--- src/rtl/ifetch_queue.sv ---
// ifetch_queue: credit-based fetch response queue between core and I-memory.
// Optional macro IFETCH_QUEUE_BYPASS_EN lets a response skip an empty queue.
module ifetch_queue #(
    parameter int DEPTH = 4
) (
    input  logic        clk_i,
    input  logic        rst_i,
    input  logic        core_rd_i,
    input  logic [31:0] core_pc_i,
    input  logic        core_flush_i,
    input  logic        core_invalidate_i,
    output logic        core_accept_o,
    output logic        core_valid_o,
    input  logic        core_ready_i,
    output logic [63:0] core_inst_o,
    output logic        core_error_o,
    output logic        mem_i_rd_o,
    output logic [31:0] mem_i_pc_o,
    output logic        mem_i_flush_o,
    output logic        mem_i_invalidate_o,
    input  logic        mem_i_accept_i,
    input  logic        mem_i_valid_i,
    input  logic        mem_i_error_i,
    input  logic [63:0] mem_i_inst_i
);

    localparam int PW = $clog2(DEPTH);
    localparam int CW = PW + 1;
    localparam logic [CW:0]   LIMIT = (CW+1)'(DEPTH);
    localparam logic [CW-1:0] FULL  = CW'(DEPTH);

    logic [CW-1:0] inflight_q;
    logic [CW-1:0] count_q;
    logic [CW-1:0] discard_q;
    logic [PW-1:0] rd_ptr_q;
    logic [PW-1:0] wr_ptr_q;
    logic [64:0]   ram_q [DEPTH];

    logic [CW:0]   credit_used;
    logic [CW-1:0] inflight_d;
    logic          push;
    logic          pop;
    logic          bypass;
    logic [64:0]   head;

    assign credit_used = {1'b0, inflight_q} + {1'b0, count_q};

    assign mem_i_rd_o = core_rd_i && !core_flush_i
                        && (credit_used < LIMIT);
    assign mem_i_pc_o         = core_pc_i;
    assign mem_i_flush_o      = core_flush_i;
    assign mem_i_invalidate_o = core_invalidate_i;
    assign core_accept_o      = mem_i_rd_o && mem_i_accept_i;

`ifdef IFETCH_QUEUE_BYPASS_EN
    assign bypass = (count_q == '0) && (discard_q == '0)
                    && mem_i_valid_i && core_ready_i
                    && !core_flush_i;
`else
    assign bypass = 1'b0;
`endif

    assign push = mem_i_valid_i && !core_flush_i
                  && (discard_q == '0) && !bypass;
    assign pop  = (count_q != '0) && core_ready_i;

    // A flush cycle never accepts, so this is also the discard target.
    assign inflight_d = inflight_q + CW'(core_accept_o)
                        - CW'(mem_i_valid_i);

    always_ff @(posedge clk_i) begin
        if (rst_i) begin
            inflight_q <= '0;
            count_q    <= '0;
            discard_q  <= '0;
            rd_ptr_q   <= '0;
            wr_ptr_q   <= '0;
        end else if (core_flush_i) begin
            inflight_q <= inflight_d;
            discard_q  <= inflight_d;
            count_q    <= '0;
            rd_ptr_q   <= '0;
            wr_ptr_q   <= '0;
        end else begin
            inflight_q <= inflight_d;
            if (mem_i_valid_i && (discard_q != '0))
                discard_q <= discard_q - 1'b1;
            if (push)
                wr_ptr_q <= wr_ptr_q + 1'b1;
            if (pop)
                rd_ptr_q <= rd_ptr_q + 1'b1;
            count_q <= count_q + CW'(push) - CW'(pop);
        end
    end

    always_ff @(posedge clk_i) begin
        if (push)
            ram_q[wr_ptr_q] <= {mem_i_error_i, mem_i_inst_i};
    end

    assign head = (count_q != '0) ? ram_q[rd_ptr_q] : '0;

`ifdef IFETCH_QUEUE_BYPASS_EN
    assign core_valid_o = (count_q != '0) || bypass;
    assign core_inst_o  = bypass ? mem_i_inst_i : head[63:0];
    assign core_error_o = bypass ? mem_i_error_i : head[64];
`else
    assign core_valid_o = (count_q != '0);
    assign core_inst_o  = head[63:0];
    assign core_error_o = head[64];
`endif

    // Credit accounting makes a push into a full queue unreachable.
    assert property (@(posedge clk_i) disable iff (rst_i)
        !(push && !pop && (count_q == FULL)));

endmodule

--- config.mk ---
export PLATFORM = sky130hd
export DESIGN_NAME = ifetch_queue
export DESIGN_NICKNAME = d
export VERILOG_FILES = /design/src/rtl/ifetch_queue.sv
export SDC_FILE = /design/constraint.sdc
export NUM_CORES = 1
export LEC_CHECK = 0
export CAP_MARGIN = 30
export CORE_MARGIN = 4
export CORE_UTILIZATION = 64
export CTS_BUF_LIST = sky130_fd_sc_hd__clkbuf_8
export CTS_CLUSTER_SIZE = 25
export DETAILED_ROUTE_END_ITERATION = 10
export DONT_BUFFER_PORTS = 1
export PLACE_DENSITY_LB_ADDON = 0.3
export SYNTH_ARGS = -nofsm -noshare
export SYNTH_HDL_FRONTEND = slang
export SYNTH_SLANG_ARGS = --single-unit
--- constraint.sdc ---
create_clock -name clk_i -period 6.75 [get_ports clk_i]
set_clock_uncertainty 0.1 [all_clocks]
set_input_delay 1.35 -clock clk_i [delete_from_list [all_inputs] [get_ports clk_i]]
set_output_delay 1.35 -clock clk_i [all_outputs]
set_load 0.03 [all_outputs]
* After elaboration in Yosys (flattened, before gate mapping)
Memories as Yosys holds them, arrays and structs flattened. A register that Yosys moved wholly into a read port is not among the register bits.
Index checks and enable logic that the tools add are counted.
** Cells by class
- Muxes and demuxes :: 7
- Divide/modulo/power cells :: 0
- Equality and inequality tests :: 0
- Shifts and indexed selects :: 0
- Bitwise operators :: 0
- $lt $le $gt $ge :: 1
- Reduce and logical (&&, ||, !) cells :: 13
- Multipliers :: 0
- Add/sub/neg operators :: 8
** Operator list (number)
- $mux 65 :: 1
- $logic_and 1x1->1 :: 7
- $add 3x1->3 :: 2
- $mux 3 :: 2
- $reduce_bool 3->1 :: 2
- $sub 3x1->3 :: 2
- $add 2x1->2 const B :: 2
- $add 3x3->4 :: 1
- $lt 4x3->1 const B :: 1
- $mux 2 :: 2
- $logic_not 3->1 :: 1
- $sub 3x1->3 const B :: 1
- $mux 1 :: 2
- $reduce_bool 2->1 :: 1
- $reduce_or 2->1 :: 1
- $logic_not 1->1 :: 1
** Storage, ports and cells
- Logic and storage cells :: 35
- Memories :: 1
- Memory bits (read-only) :: 0
- Register bits after elaboration :: 13
- Bits in writable memories :: 260
- Latch bits :: 0
** Memory list
- ram_q :: depth 4, width 65, read ports 1, clocked after memory_dff 1, write ports 1, RTL line 37 : logic [64:0] ram_q [DEPTH];

* Longest topological paths before layout
- Word-level depth :: 7
- Gate-level depth with buffers :: 12
- Mapped depth without buffers :: 12

* Least setup slack after synthesis
No wires, ideal clock.
- Path type :: in2out
- Start point :: input core_rd_i
- End point :: output core_accept_o
- Data arrival time :: 2.784 ns
- Stages on the path :: 3
- Path slack :: 2.516 ns
- Cells stage by stage :: or4b_1 > a311oi_2 > and2_1
** On the way
- Word-level cells in the longest chain between the ends :: 3
** Ends and longest elaborated chain
- from (decl) :: RTL line 8 : input logic core_rd_i,
- $logic_and 1x1->1 :: RTL line 48 : assign mem_i_rd_o = core_rd_i && !core_flush_i
- $logic_and 1x1->1 :: RTL line 49 : && (credit_used < LIMIT);
- net mem_i_rd_o :: RTL line 17 : output logic mem_i_rd_o,
- $logic_and 1x1->1 :: RTL line 53 : assign core_accept_o = mem_i_rd_o && mem_i_accept_i;
- to (decl) :: RTL line 12 : output logic core_accept_o,
The timed path passes the listed nets, and every way through them passes these cells.

* Worst setup path after layout
Ends and elaborated chain as after synthesis.

==> flow_metrics.env <==
export IMPL_status="finished, final reports clean"
export IMPL_grt_remaining_overflow=0
export IMPL_critPathKind="primary input to primary output"
export IMPL_syn_inst=538
export IMPL_htree_levels=2
export IMPL_area_delta_synth_final_pct=8.053
export IMPL_io_pins=207
export IMPL_reg2reg_slack_ns=3.44
export IMPL_postCtsHoldBufs=0
export IMPL_rows=47
export IMPL_cp_arrival_ns=2.87
export IMPL_report_power_total_mw=3.595
export IMPL_numCtsBuffers=43
export IMPL_synthesis_nets=657
export IMPL_hold_viol_final=0
export IMPL_clock_path_buffers=3
export IMPL_cp_max_fo=2
export IMPL_rsz0062_at_grt="no"
export IMPL_drt_iter0_drc=201
export IMPL_synth_edff_count=260
export IMPL_core_area_sq_um=16640
export IMPL_insertedDiodeCount=0
export IMPL_post_dp_hpwl_um=10990
export IMPL_synth_compound_area_share_pct=0.7331
export IMPL_io_buffers=0
export IMPL_clock_latency_ns=0.52
export IMPL_r2r_start="count_q[2]$_SDFF_PP0_"
export IMPL_total_leakage_power_nw=3.811
export IMPL_crit_required_ns=5.30
export IMPL_routed_via_count=4684
export IMPL_drc=0
export IMPL_drtAntennaViolNets=0
export IMPL_synth_seq_area_share_pct=74.23
export IMPL_syn_area_sq_um=10920
export IMPL_cap_violations=0
export IMPL_min_period_over_period_pct=64.02
export IMPL_clock_sinks=275
export IMPL_finalMaxSlewViolations=0
export IMPL_synth_area_mux_share_pct=13.59
export IMPL_crit_end="core_accept_o"
export IMPL_setup_ws_ns=2.429
export IMPL_drive_above_1_share_pct=24.29
export IMPL_grt_pass1_vias=5361
export IMPL_gp_congestion=0.7421
export IMPL_final_seq_area_sq_um=8115
export IMPL_vdd_drop_max_mv=0.2433
export IMPL_drt_wl_total_um=18330
export IMPL_start_util_pct=65.63
export IMPL_cts_root_buffer="clkbuf_8"
export IMPL_die_w_um=138.6
export IMPL_endpoint_kind="primary output"
export IMPL_die_area_sq_um=19220
export IMPL_cts_setup_buffers=0
export IMPL_cts_resized=0
export IMPL_multi_input_area_sq_um=2371
export IMPL_yosys_area_share_adder_pct=1.741
export IMPL_fmax_mhz=231.4
export IMPL_vias_per_cell=5.974
export IMPL_synth_top_family_by_area="multiplexers"
export IMPL_first_pass_iters=6
export IMPL_synth_top_flop_cell="edfxtp_1"
export IMPL_tns_ns=0
export IMPL_synthArstFlopShare_pct=0
export IMPL_synth_cell_type_count=33
export IMPL_yosys_area_share_simple_pct=4.983
export IMPL_worst_pin_slew_ns=0.9768
export IMPL_startpoint="core_rd_i"
export IMPL_cp_start_kind="primary input"
export IMPL_ys_ff_latch=275
export IMPL_period_minus_slack_ns=4.321
export IMPL_synth_xor_area_share_pct=0.5613
export IMPL_track_usage_pct=19.75
export IMPL_min_path_type="flop to flop"
export IMPL_die_h_um=138.6
export IMPL_power_density_nw_per_um2=304.6
export IMPL_setup_violations_final=0
export IMPL_pre_cts_ws_ns=2.408
export IMPL_syn_avg_cell_area_sq_um=20.30
export IMPL_final_nets=653
export IMPL_grt_max_degree=66
export IMPL_cts_tree="built"
export IMPL_drt_wirelength_per_cell_um=23.38
export IMPL_antenna_found_initial=0
export IMPL_yosys_warnings=0
export IMPL_reg2regPathDepth=8
export IMPL_rr_endpoint="discard_q[1]$_SDFFE_PP0P_"
export IMPL_grt_pass1_wl_um=29170
export IMPL_max_slew_margin_pct=34.88
export IMPL_clkTransAtPathRegs_ns=0.06
export IMPL_num_fill_cells=989
[state kept, by name, summed over array words and instances (netlist names), named ones only]
name / flops
ram_q: 260
rd_ptr_q: 2
discard_q: 3
wr_ptr_q: 2
inflight_q: 3
count_q: 3
[how the worst min path moves through the flow]
stage                                         from   end  slack (ns)  cells past startpoint
after global routing      rd_ptr_q[0]$_SDFFE_PP0P_  flop        0.47                      2
after detailed placement  rd_ptr_q[0]$_SDFFE_PP0P_  flop        0.42                      2
after global placement    rd_ptr_q[1]$_SDFFE_PP0P_  flop        0.41                      2
final                     rd_ptr_q[0]$_SDFFE_PP0P_  flop        0.44                      2
after floorplan           rd_ptr_q[1]$_SDFFE_PP0P_  flop        0.38                      2
after CTS                 rd_ptr_q[0]$_SDFFE_PP0P_  flop        0.44                      2
[stage by stage]
stage / std cells / instance area, sq um / util, % / hold slack [ns]
detailed placement: 708 / 10940 / 65.75 / 0.4240
CTS: 783 / 11780 / 70.75 / 0.4382
global route: 784 / 11800 / 70.92 / 0.4741
finish: 784 / 11800 / 70.92 / 0.4363
global placement: 704 / 10840 / 65.14 / 0.4071
floorplan: 538 / 10920 / - / 0.3847
[critical path, stage by stage]
cell      delay (ns)
or4b_1          0.44
a311oi_2        0.64
and2_1          0.43
[per-layer routing]
metal	GRT usage [%]	vias to the layer above	share of wire, %
li1	-	2064	-
met1	21.87	2415	36
met2	34.69	152	52
met3	8.103	53	9.8
met4	6.900	0	2.1
met5	0	-	0
[kinds of logic after synthesis]
| group | count (synthesis) |
|---|---|
| buffers and inverters | 73 |
| adder cells (fa/ha/maj) | 14 |
| flip-flops | 275 |
| AND/OR/NAND/NOR | 92 |
| multiplexers | 67 |
| XOR/XNOR | 7 |
| AO/OA/AOI/OAI | 10 |
[power by group]
group	switching, mW	leakage (nW)	internal (mW)
registers	0.0204	2.47	1.93
logic	0.215	0.875	0.108
clock network	0.580	0.464	0.742
total	0.815	3.81	2.78
[synthesized netlist by cell type, drive strengths merged (2+ instances only)]
cell type  instances  area [sq um]
a21o               2         15.01
and2              70         437.9
buf               47         357.8
clkbuf             9         33.78
dfxtp             15         300.3
edfxtp           260          7807
fa                 2         40.04
ha                12         150.1
inv               17         63.81
mux2i              2         20.02
mux4              65          1464
nand2              2         7.510
nor2              12         45.04
xnor2              5         43.79
xor2               2         17.52
[layout make-up]
| cell class | count | area share [%] |
|---|---|---|
| clock buffers | 46 | 5.364 |
| multi-input cells | 190 | 20.09 |
| well taps | 220 | 2.332 |
| repair buffers | 7 | 1.230 |
| flip-flops and latches | 275 | 68.76 |
| inverters | 17 | 0.5407 |
| clock inverters | 29 | 1.686 |
[layout by cell type, fill, tap and decap left out, types with 3 or more instances in the layout]
cell | synthesis | final
xnor2_1 | 5 | 5
bufinv_16 | 0 | 3
clkinv_1 | 0 | 9
edfxtp_1 | 260 | 260
mux4_2 | 65 | 65
nor2_1 | 12 | 12
clkbuf_8 | 0 | 46
and2_1 | 70 | 66
clkinv_2 | 0 | 6
buf_16 | 0 | 4
inv_1 | 17 | 27
ha_1 | 12 | 12
dfxtp_1 | 15 | 13
and2_4 | 0 | 4
No activity file was read; power rests on OpenSTA's default activity.
